`config.mk`:
```
export PLATFORM = sky130hd
export DESIGN_NAME = qbert_row_menu
export DESIGN_NICKNAME = d
export VERILOG_FILES = /design/src/rtl/qbert_row_menu.sv
export SDC_FILE = /design/constraint.sdc
export NUM_CORES = 1
export LEC_CHECK = 0
export ABC_CLOCK_PERIOD_IN_PS = 8580
export CORE_ASPECT_RATIO = 0.7
export CORE_MARGIN = 2
export CORE_UTILIZATION = 35
export CTS_BUF_LIST = sky130_fd_sc_hd__clkbuf_16
export DETAILED_ROUTE_END_ITERATION = 6
export PLACE_DENSITY = 0.52
export SYNTH_ARGS = -nofsm -noshare
export SYNTH_HDL_FRONTEND = slang
export SYNTH_SLANG_ARGS = --single-unit
```
`constraint.sdc`:
```
create_clock -name clk -period 8.58 [get_ports clk]
set_input_delay 0.858 -clock clk [delete_from_list [all_inputs] [get_ports clk]]
set_output_delay 0.858 -clock clk [all_outputs]
set_load 0.005 [all_outputs]
```
`src/rtl/qbert_row_menu.sv`:
```
// qbert_row_menu
// Attract-mode title-screen renderer. Draws a row of N_CUBES isometric cubes
// and an automatic Q*bert that hops back and forth along the row. Each landing
// advances the landed cube's top colour through the palette. With
// QBERT_WIN_EN defined, the block also detects when every top equals
// TARGET_COLOR and then runs a timed level-complete sequence.
//
// Ports
//   clk        in   pixel clock
//   reset      in   synchronous, active-high
//   x_cnt      in   [10:0] current pixel x
//   y_cnt      in   [9:0]  current pixel y
//   menu_RGB   out  [23:0] pixel colour {R,G,B}, 2 cycles after x_cnt/y_cnt
//   hop_done   out  one-cycle pulse during each landing (LAND) cycle
//   level_done out  high throughout the level-complete sequence
//   qbert_idx  out  [2:0] cube Q*bert stands on or last left
//
// Build option: QBERT_WIN_EN enables completion detection, the WIN state and
// the flashing background. Without it, colours simply wrap and level_done is 0.

module qbert_row_menu #(
    parameter int N_CUBES      = 4,
    parameter int N_COLORS     = 5,
    parameter int TARGET_COLOR = 1,
    parameter int X0           = 110,
    parameter int Y0           = 350,
    parameter int XD           = 80,
    parameter int YD           = 100,
    parameter int XLEN         = 100,
    parameter int Q_HX         = 20,
    parameter int Q_HY         = 20,
    parameter int HOP_H        = 40,
    parameter int IDLE_TICKS   = 8000000,
    parameter int STEP_TICKS   = 131072,
    parameter int WIN_TICKS    = 50000000
) (
    input  logic        clk,
    input  logic        reset,
    input  logic [10:0] x_cnt,
    input  logic [9:0]  y_cnt,
    output logic [23:0] menu_RGB,
    output logic        hop_done,
    output logic        level_done,
    output logic [2:0]  qbert_idx
);

    localparam logic [20:0] XT_W      = 21'(X0 + XD);
    localparam logic [20:0] XD_W      = 21'(XD);
    localparam logic [20:0] YD_W      = 21'(YD);
    localparam logic [20:0] XLEN_W    = 21'(XLEN);
    localparam logic [20:0] AREA_W    = 21'(XD * YD);
    localparam logic [20:0] QHX_W     = 21'(Q_HX);
    localparam logic [20:0] QHY_W     = 21'(Q_HY);
    localparam logic [10:0] QX_REST   = 11'(X0 + XD);
    localparam logic [9:0]  QY_REST   = 10'(Y0 + YD);
    localparam logic [2:0]  LAST_IDX  = 3'(N_CUBES - 1);
    localparam logic [23:0] RGB_QBERT = 24'hD85F02;
    localparam logic [23:0] RGB_RIGHT = 24'h314646;
    localparam logic [23:0] RGB_LEFT  = 24'h56A998;
    localparam logic [23:0] RGB_BG    = 24'h92A5D8;

    typedef enum logic [2:0] {IDLE, UP, ACROSS, DOWN, LAND, WIN} state_t;

    function automatic logic [20:0] abs_diff(input logic [20:0] a, input logic [20:0] b);
        return (a >= b) ? (a - b) : (b - a);
    endfunction

    // y of the centre of cube k's top diamond
    function automatic logic [20:0] y_top(input int k);
        return 21'(Y0 + YD + 2 * YD * k);
    endfunction

    function automatic logic [23:0] palette(input logic [2:0] c);
        case (c)
            3'd0:    return 24'hDEDE00;
            3'd1:    return 24'h5646EF;
            3'd2:    return 24'h00FF40;
            3'd3:    return 24'h84239C;
            3'd4:    return 24'hAA0D28;
            default: return 24'hFFFFFF;
        endcase
    endfunction

    function automatic logic [2:0] color_inc(input logic [2:0] c);
        return (c == 3'(N_COLORS - 1)) ? 3'd0 : c + 3'd1;
    endfunction

    state_t      state;
    logic [31:0] tick_cnt;
    logic [15:0] step_cnt;
    logic [10:0] qx;
    logic [9:0]  qy;
    logic        dir;          // 1: moving towards higher cube index
    logic [2:0]  tgt_idx;
    logic [2:0]  color     [8];
    logic [2:0]  color_upd [8];
    logic        nxt_dir;
    logic [2:0]  nxt_tgt;
    logic        step_end;
    logic [23:0] bg_rgb;

    logic        q_hit, top_hit, right_hit, left_hit;
    logic [2:0]  top_idx;
    logic        q_hit_p1, top_hit_p1, right_hit_p1, left_hit_p1;
    logic [2:0]  top_idx_p1;

    assign step_end = (tick_cnt == 32'(STEP_TICKS - 1));

    // Direction is decided at hop start: bounce off either end of the row.
    always_comb begin
        nxt_dir = dir;
        nxt_tgt = qbert_idx;
        if (N_CUBES > 1) begin
            if (qbert_idx == LAST_IDX)
                nxt_dir = 1'b0;
            else if (qbert_idx == 3'd0)
                nxt_dir = 1'b1;
            nxt_tgt = nxt_dir ? (qbert_idx + 3'd1) : (qbert_idx - 3'd1);
        end
    end

    always_comb begin
        for (int k = 0; k < 8; k++) begin
            color_upd[k] = color[k];
            if (k < N_CUBES && 3'(k) == tgt_idx)
                color_upd[k] = color_inc(color[k]);
        end
    end

`ifdef QBERT_WIN_EN
    logic        all_tgt;
    logic [22:0] blink_cnt;

    always_comb begin
        all_tgt = 1'b1;
        for (int k = 0; k < N_CUBES; k++)
            if (color_upd[k] != 3'(TARGET_COLOR))
                all_tgt = 1'b0;
    end

    assign bg_rgb = (state == WIN && blink_cnt[22]) ? 24'hFFFFFF : RGB_BG;
`else
    assign bg_rgb     = RGB_BG;
    assign level_done = 1'b0;
`endif

    // Hop FSM
    always_ff @(posedge clk) begin
        if (reset) begin
            state     <= IDLE;
            tick_cnt  <= '0;
            step_cnt  <= '0;
            qx        <= QX_REST;
            qy        <= QY_REST;
            dir       <= 1'b1;
            tgt_idx   <= '0;
            qbert_idx <= '0;
            hop_done  <= 1'b0;
            for (int k = 0; k < 8; k++)
                color[k] <= '0;
`ifdef QBERT_WIN_EN
            level_done <= 1'b0;
            blink_cnt  <= '0;
`endif
        end else begin
            hop_done <= 1'b0;
            case (state)
                IDLE: begin
                    if (tick_cnt == 32'(IDLE_TICKS - 1)) begin
                        tick_cnt <= '0;
                        dir      <= nxt_dir;
                        tgt_idx  <= nxt_tgt;
                        state    <= UP;
                    end else begin
                        tick_cnt <= tick_cnt + 32'd1;
                    end
                end
                UP: begin
                    if (step_end) begin
                        tick_cnt <= '0;
                        qx       <= qx - 11'd1;
                        if (step_cnt == 16'(HOP_H - 1)) begin
                            step_cnt <= '0;
                            state    <= (N_CUBES > 1) ? ACROSS : DOWN;
                        end else begin
                            step_cnt <= step_cnt + 16'd1;
                        end
                    end else begin
                        tick_cnt <= tick_cnt + 32'd1;
                    end
                end
                ACROSS: begin
                    if (step_end) begin
                        tick_cnt <= '0;
                        qy       <= dir ? (qy + 10'd1) : (qy - 10'd1);
                        if (step_cnt == 16'(2 * YD - 1)) begin
                            step_cnt <= '0;
                            state    <= DOWN;
                        end else begin
                            step_cnt <= step_cnt + 16'd1;
                        end
                    end else begin
                        tick_cnt <= tick_cnt + 32'd1;
                    end
                end
                DOWN: begin
                    if (step_end) begin
                        tick_cnt <= '0;
                        qx       <= qx + 11'd1;
                        if (step_cnt == 16'(HOP_H - 1)) begin
                            step_cnt <= '0;
                            hop_done <= 1'b1;
                            state    <= LAND;
                        end else begin
                            step_cnt <= step_cnt + 16'd1;
                        end
                    end else begin
                        tick_cnt <= tick_cnt + 32'd1;
                    end
                end
                LAND: begin
                    qbert_idx <= tgt_idx;
                    for (int k = 0; k < 8; k++)
                        color[k] <= color_upd[k];
`ifdef QBERT_WIN_EN
                    if (all_tgt) begin
                        level_done <= 1'b1;
                        blink_cnt  <= '0;
                        state      <= WIN;
                    end else begin
                        state <= IDLE;
                    end
`else
                    state <= IDLE;
`endif
                end
`ifdef QBERT_WIN_EN
                WIN: begin
                    blink_cnt <= blink_cnt + 23'd1;
                    if (tick_cnt == 32'(WIN_TICKS - 1)) begin
                        tick_cnt   <= '0;
                        level_done <= 1'b0;
                        for (int k = 0; k < 8; k++)
                            color[k] <= '0;
                        state <= IDLE;
                    end else begin
                        tick_cnt <= tick_cnt + 32'd1;
                    end
                end
`endif
                default: state <= IDLE;
            endcase
        end
    end

    // Region tests for the current pixel; lower cube index wins on overlap.
    always_comb begin : region_p0
        logic [20:0] px, py, dx, dy, yt;
        logic        x_side;
        px        = 21'(x_cnt);
        py        = 21'(y_cnt);
        dx        = abs_diff(px, XT_W);
        dy        = '0;
        yt        = '0;
        x_side    = (px > XT_W) && (px <= XT_W + XLEN_W);
        top_hit   = 1'b0;
        top_idx   = '0;
        right_hit = 1'b0;
        left_hit  = 1'b0;
        for (int k = N_CUBES - 1; k >= 0; k--) begin
            yt = y_top(k);
            dy = abs_diff(py, yt);
            if (dx * YD_W + dy * XD_W <= AREA_W) begin
                top_hit = 1'b1;
                top_idx = 3'(k);
            end
            if (x_side && py >= yt - YD_W && py < yt)
                left_hit = 1'b1;
            if (x_side && py >= yt && py <= yt + YD_W)
                right_hit = 1'b1;
        end
        q_hit = (abs_diff(px, 21'(qx)) <= QHX_W) && (abs_diff(py, 21'(qy)) <= QHY_W);
    end

    // Stage 1: registered region flags
    always_ff @(posedge clk) begin
        q_hit_p1     <= q_hit;
        top_hit_p1   <= top_hit;
        top_idx_p1   <= top_idx;
        right_hit_p1 <= right_hit;
        left_hit_p1  <= left_hit;
    end

    // Stage 2: registered priority colour mux
    always_ff @(posedge clk) begin
        if (reset)
            menu_RGB <= '0;
        else if (q_hit_p1)
            menu_RGB <= RGB_QBERT;
        else if (top_hit_p1)
            menu_RGB <= palette(color[top_idx_p1]);
        else if (right_hit_p1)
            menu_RGB <= RGB_RIGHT;
        else if (left_hit_p1)
            menu_RGB <= RGB_LEFT;
        else
            menu_RGB <= bg_rgb;
    end

endmodule

```
# Word level (Yosys, flattened, before mapping)
# Memories as Yosys holds them, arrays and structs flattened.
# Index checks and enable logic that the tools add are counted.
[op_classes]
add_sub_neg = 29
multipliers = 5
n_lt_le_gt_ge = 24
eq_ne = 29
mux = 62
n_bitwise = 10
n_reduce_logical = 36
[op_table]
columns = ["cell", "n"]
rows = [
  ["21-bit two-way mux", 6],
  ["24-bit one-hot mux with 5 select lines", 1],
  ["24-bit two-way mux", 4],
  ["21-bit adder", 4],
  ["21-bit by 13-bit <= comparator with 1-bit output, second input constant", 4],
  ["21-bit by 3-bit multiplier with 17-bit output, second input constant", 4],
  ["3-bit two-way mux", 24],
  ["16-bit two-way mux", 4],
  ["32-bit two-way mux", 2],
  ["32-bit one-hot mux with 2 select lines", 1],
  ["10-bit >= comparator, second input constant", 5],
  ["21-bit by 5-bit <= comparator with 1-bit output, second input constant", 2],
  ["32-bit by 1-bit adder with 32-bit output, second input constant", 1],
  ["32-bit by 17-bit == test with 1-bit output, second input constant", 1],
  ["32-bit by 23-bit == test with 1-bit output, second input constant", 1],
  ["16-bit one-hot mux with 2 select lines", 1],
  ["10-bit <= comparator, second input constant", 3],
  ["11-bit by 11-bit subtractor with 12-bit output", 2],
  ["11-bit two-way mux", 2],
  ["11-bit one-hot mux with 2 select lines", 1],
  ["10-bit by 10-bit subtractor with 11-bit output", 2],
  ["10-bit by 10-bit subtractor with 11-bit output, first input constant", 2],
  ["10-bit by 10-bit subtractor with 11-bit output, second input constant", 2],
  ["21-bit by 5-bit multiplier with 19-bit output, second input constant", 1],
  ["other kinds (44)", 115],
]
[word_totals]
regBits = 111
ramBits = 24
out_inout_bits = 29
elab_cells = 214
memories = 1
[memory_table]
columns = ["name", "words", "word_bits", "rd", "rd_clocked_by_memory_dff", "write_ports", "line", "text"]
rows = [
  ["color", 8, 3, 5, 0, 8, "95", "logic [2:0] color [8];"],
]

# Logic depth before layout (Yosys ltp)
[logic_depth]
ltp_word = 8
mapped_depth = 32

# Least setup slack after synthesis
# No wires, ideal clock.
[synth_timing]
path_kind = "input-to-reg"
start = "in x_cnt[4]"
end = "reg top_idx_p1[1]"
arrival_time_ns = 6.976
t_required_ns = 8.464
path_slack_ns = 1.488
stages = 27
path_cell_list = "buf_2 > and3_4 > a31oi_1 > nand2_1 > a21o_2 > clkbuf_1 > o21ai_0 > o21ai_0 > xnor2_1 > ha_1 > ha_1 > inv_1 > fa_1 > inv_1 > ha_1 > a21o_1 > a21oi_1 > xnor2_1 > ha_1 > a211o_1 > o41a_1 > a31o_2 > a31oi_1 > nor2_1 > or3_2 > a2111o_1 > and3_1"
[synth_via]
elab_chain_cells = 7
[synth_lines]
columns = ["element", "line", "text"]
rows = [
  ["start: declaration", "39", "input logic [10:0] x_cnt,"],
  ["8-bit by 11-bit subtractor with 12-bit output (tied with other cells)", "65", "return (a >= b) ? (a - b) : (b - a);"],
  ["21-bit two-way mux *", "65", ""],
  ["21-bit by 5-bit multiplier with 19-bit output *", "273", "if (dx * YD_W + dy * XD_W <= AREA_W) begin"],
  ["21-bit adder", "273", ""],
  ["21-bit by 13-bit <= comparator with 1-bit output", "273", ""],
  ["2-bit two-way mux (2 in a row)", "273", ""],
  ["end signal: assignment", "289", "top_idx_p1 <= top_idx;"],
  ["end: declaration", "105", "logic [2:0] top_idx_p1;"],
]
# Every way passes the cells marked *; elsewhere a longest branch is shown, timed or not.
# A chain may end at the register's enable or synchronous reset.

# Worst setup path in the final report
[layout_timing]
start = "in x_cnt[5]"
end = "reg top_idx_p1[1]"
# The elaborated chain is that of the path after synthesis.

==> flow_results.org <==
** Run status
- Status :: finished, final reports clean

** Finish
- Once layout is done, the placed cells without fillers occupy 0.0176 mm^2.
- In the final layout, the multi-input gates occupy 0.0123 mm^2.
- Most common library cell in the layout ignoring fill and taps :: sky130_fd_sc_hd__ha_1
- Synthesis-to-finish area growth :: 11.8%
- For this run, the post-layout net count is between 2000 and 2500.
- Most frequent cells in the layout :: 245 x sky130_fd_sc_hd__ha_1, 180 x sky130_fd_sc_hd__a21oi_1, 179 x sky130_fd_sc_hd__nor2_1
- Inserted Diodes :: 0
- The post-route netlist has under 10% of its cells at a drive strength greater than 1.
- # fillers :: around 4600
- Summing all flip-flop and latch instances after layout gives 0.00256 mm^2.

** Routing
- For this block, the routed nets add up to about 45 mm of wire.
- Using the TritonRoute via totals, the vias-per-cell ratio works out to ~5.4.
- DRC Markers :: 0
- First-pass iteration count of the detailed router :: 5
- Vias post-DR :: 14700
- After detailed routing, the average wire length per cell comes to 16.8 um.
- The first routing iteration left ~1300 violations.
- Post-route ant nets :: 0

** Die
- For this configuration, the core starts out at a cell density of 35.2%.
- Pin placement for this block handled 52 I/O pins.
- Number of standard-cell rows in the floorplan :: 65
- Vertical die dimension :: 182 um
- The floorplan step defined a die boundary enclosing between 0.04 and 0.05 mm^2.
- Die Width :: approximately 260 um
- In this run the standard cell core region covers ~0.045 mm^2.

** Critical path
- STA puts the critical path data required time at 8.94 ns.
- STA classifies the critical path startpoint as an input pin.
- Maximum single-stage delay on the critical path :: between 0.6 and 0.7 ns
- Largest fanout of any net on the critical path :: 13
- The number of cells on the worst reg-to-reg path is 12.
- Category of cells accounting for the largest share of critical-path delay :: compound AO/OA/AOI/OAI gates
- Count of buffering cells on the critical path with inverters included :: 3
- The critical path in this run is classified as in -> reg.
- STA classifies the critical path endpoint as a flop.
- Among all stages on the critical path, the largest delay is contributed by sky130_fd_sc_hd__xnor2_1.
- Setup crit start :: x_cnt[5]
- Worst endpoint data arrival time :: roughly 8.4 ns
- Setup slack on the worst flop-to-flop path :: around 4.6 ns
- In this run the critical register-to-register path is launched from qy[1].
- The critical path runs through a total of 30 cells.
- Critical Path End :: top_idx_p1[1]
- Reg-to-reg endpoint :: q_hit_p1

** Yosys
- Counting flops with a built-in enable in the synthesized netlist gives 12.
- A synthesized cell averages a little under 8 um^2.
- Largest area contributor in the synthesized netlist :: sky130_fd_sc_hd__ha_1
- Top area cells in the synthesized netlist :: sky130_fd_sc_hd__ha_1 19%, sky130_fd_sc_hd__dfxtp_1 14%, sky130_fd_sc_hd__xnor2_1 6.8%, sky130_fd_sc_hd__a21oi_1 5.7%, sky130_fd_sc_hd__nor2_1 4.3%
- Number of register bits inferred by synthesis :: approximately 120
- Warning count from the yosys run :: 0
- Mapped Nets :: about 2300
- Post-Syn Instances :: 2028
- Post-synth top area share :: around a fifth
- The synthesized netlist occupies a cell area of 0.0158 mm^2.
- Leading register cell type out of synthesis :: sky130_fd_sc_hd__dfxtp_1
- Of all flip-flops after synthesis, the portion carrying an async set or reset was 0%.
- Summing the sequential cell areas from Yosys gives ~16% of the chip area.
- The netlist uses approximately 110 different library cells.

** STA
- Least-Margin Pin Slew :: 1.11 ns
- Setup violations remaining at the end of the flow were counted as 0.
- Setup repair after global routing left no endpoint under its margin.
- Final period utilization :: around 94%
- Worst relative slew slack :: between 20% and 30%
- The worst path needs 8.07 ns of the cycle, external delays included.
- Count of endpoints failing hold in the final timing report :: 0
- Maximum operating frequency :: ~120 MHz
- Setup TNS after final layout :: 0 ns
- Clock skew :: 0.0140 ns
- The final count of pins violating max slew was 0.
- Hold Slack :: ~0.48 ns

** Clock network
- Number of buffers created by CTS :: 17
- Clock latency on the worst-skew pair :: 0.43 ns
- Clock tree synthesis selected as its root buffer the cell sky130_fd_sc_hd__clkbuf_16.
- The clock passes through at most 2 buffers.
- Hold repair after CTS inserted 0 buffers.
- Clock H-tree levels :: 4
- Sinks on the clock net :: 122
- Buffers added to address setup during post-CTS repair amount to 0.
- TritonCTS built the clock tree.
- After clock tree synthesis, the clock-pin slew on the worst setup and hold paths is roughly 0.06 ns.
- Gates resized during post-CTS repair numbered 0.

** Power
- Static Leakage :: between 0.007 and 0.008 uW
- Across the VDD grid, the largest voltage drop is between 0.2 and 0.25 mV.
- Pwr per Cell Area :: ~310 mW/mm^2

** Global routing
- GR Overflow Total :: 0
- The first global-routing pass estimated approximately 70 mm of wire.
- Global routing usage on met3 :: under 10%
- Busiest layer in global routing :: met1
- Global routing consumed, on the met2 layer, 26.3% of the routing resources.
- For this run, global-route usage on met1 was measured as between 30% and 40%.
- Aggregate global-route resource usage :: a little under a fifth
- The initial antenna violation count came to 0.
- The number of global-route vias before repair is approximately 13000.
- Entering global routing, the biggest net connects 39 pins.

** Worst hold path
- In this run the worst hold path is classified as reg -> reg.

** Job
- Max Cap Violations :: 0

** Placement
- Global placement routability congestion :: ~0.93
- Half-perimeter wire length of the detailed placement result :: about 37 mm
- Count of buffers inserted at the top-level ports :: 50
- In this run the cell area measured after placement is roughly 0.017 mm^2.
## final cells by class
cell class / instances / area share, %
multi-input cells: 1681 / 69.9
well taps: 603 / 4.28
inverters: 169 / 3.60
flip-flops and latches: 122 / 14.5
clock buffers: 18 / 2.55
clock inverters: 14 / 0.795
repair buffers: 85 / 4.33
## logic make-up (layout without fill, tap and decap cells)
kind of cell	count (synthesis)	after routing	share of synthesized area, %
muxes	42	42	2.94
AOI/OAI and AO/OA	550	550	22.4
and+or+nand+nor	632	632	19.9
adders and majority gates	273	273	22.6
other	1	1	0.0238
xor gates and xnor gates	183	183	10.2
buffers and inverters	225	286	5.62
DFF	122	122	16.2
## synth_stat cells (11+ instances only)
master and count:
sky130_fd_sc_hd__a21oi_1 180, sky130_fd_sc_hd__o21ai_0 112, sky130_fd_sc_hd__a211oi_1 18, sky130_fd_sc_hd__o21a_1 21, sky130_fd_sc_hd__mux2i_1 34, sky130_fd_sc_hd__clkbuf_1 37, sky130_fd_sc_hd__or3_1 19, sky130_fd_sc_hd__xor2_1 59
sky130_fd_sc_hd__and3_1 28, sky130_fd_sc_hd__nand2_1 141, sky130_fd_sc_hd__o21bai_1 22, sky130_fd_sc_hd__nand2b_1 17, sky130_fd_sc_hd__inv_1 161, sky130_fd_sc_hd__nand4_1 19, sky130_fd_sc_hd__a31oi_1 28, sky130_fd_sc_hd__fa_1 22
sky130_fd_sc_hd__and2_1 11, sky130_fd_sc_hd__nor3_1 52, sky130_fd_sc_hd__nor2_1 179, sky130_fd_sc_hd__xnor2_1 123, sky130_fd_sc_hd__nor2b_1 35, sky130_fd_sc_hd__nand3_1 54, sky130_fd_sc_hd__dfxtp_1 110, sky130_fd_sc_hd__nor4_1 21
sky130_fd_sc_hd__o211ai_1 19, sky130_fd_sc_hd__a21o_1 32, sky130_fd_sc_hd__edfxtp_1 12, sky130_fd_sc_hd__ha_1 245
## tightest hold or removal path: cells and delay by family, from the launching register on
kind               cells  cell delay, ns
and+or+nand+nor        1            0.06
AOI/OAI and AO/OA      1            0.06
DFF                    1            0.32
## worst min-delay path by stage
stage / start / end / slack (ns) / cells past startpoint
after floorplan: step_cnt[1] / step_cnt[1] / 0.45 / 2
after global placement: step_cnt[1] / step_cnt[1] / 0.47 / 2
after detailed placement: step_cnt[1] / step_cnt[1] / 0.47 / 2
final: step_cnt[1] / step_cnt[1] / 0.48 / 2
after global routing: step_cnt[1] / step_cnt[1] / 0.52 / 2
after CTS: step_cnt[1] / step_cnt[1] / 0.48 / 2
## per-layer routing
layer,vias to the layer above,share of wire (%)
met5,-,0
met3,34,5.7
li1,7400,-
met2,395,39
met1,6823,54
met4,0,1.1
## stage by stage
step | power [uW] | cells | util (%) | worst slack, ns
floorplan | 3750 | 2028 | - | 1.49
global placement | 4680 | 2660 | 38.0 | 0.402
detailed placement | 4720 | 2660 | 38.0 | 0.280
CTS | 5470 | 2692 | 39.3 | 0.703
global route | 6030 | 2692 | 39.3 | 0.103
finish | 5540 | 2692 | 39.3 | 0.509
## where the power goes
group	internal [uW]	switching, uW	leakage, uW
clock	444	282	0.000292
sequential	597	18.9	0.00101
combinational	1730	2470	0.00634
## state kept, by name, summed over array words and instances (netlist names)
register and cells:
tgt_idx 3, qx 11, top_hit_p1 1, qbert_idx 3, color 12, right_hit_p1 1, step_cnt 16, state 3
dir 1, top_idx_p1 2, q_hit_p1 1, tick_cnt 32, hop_done 1, qy 10, left_hit_p1 1, menu_RGB 24
Note: power is estimated with default switching activity, not from simulation.
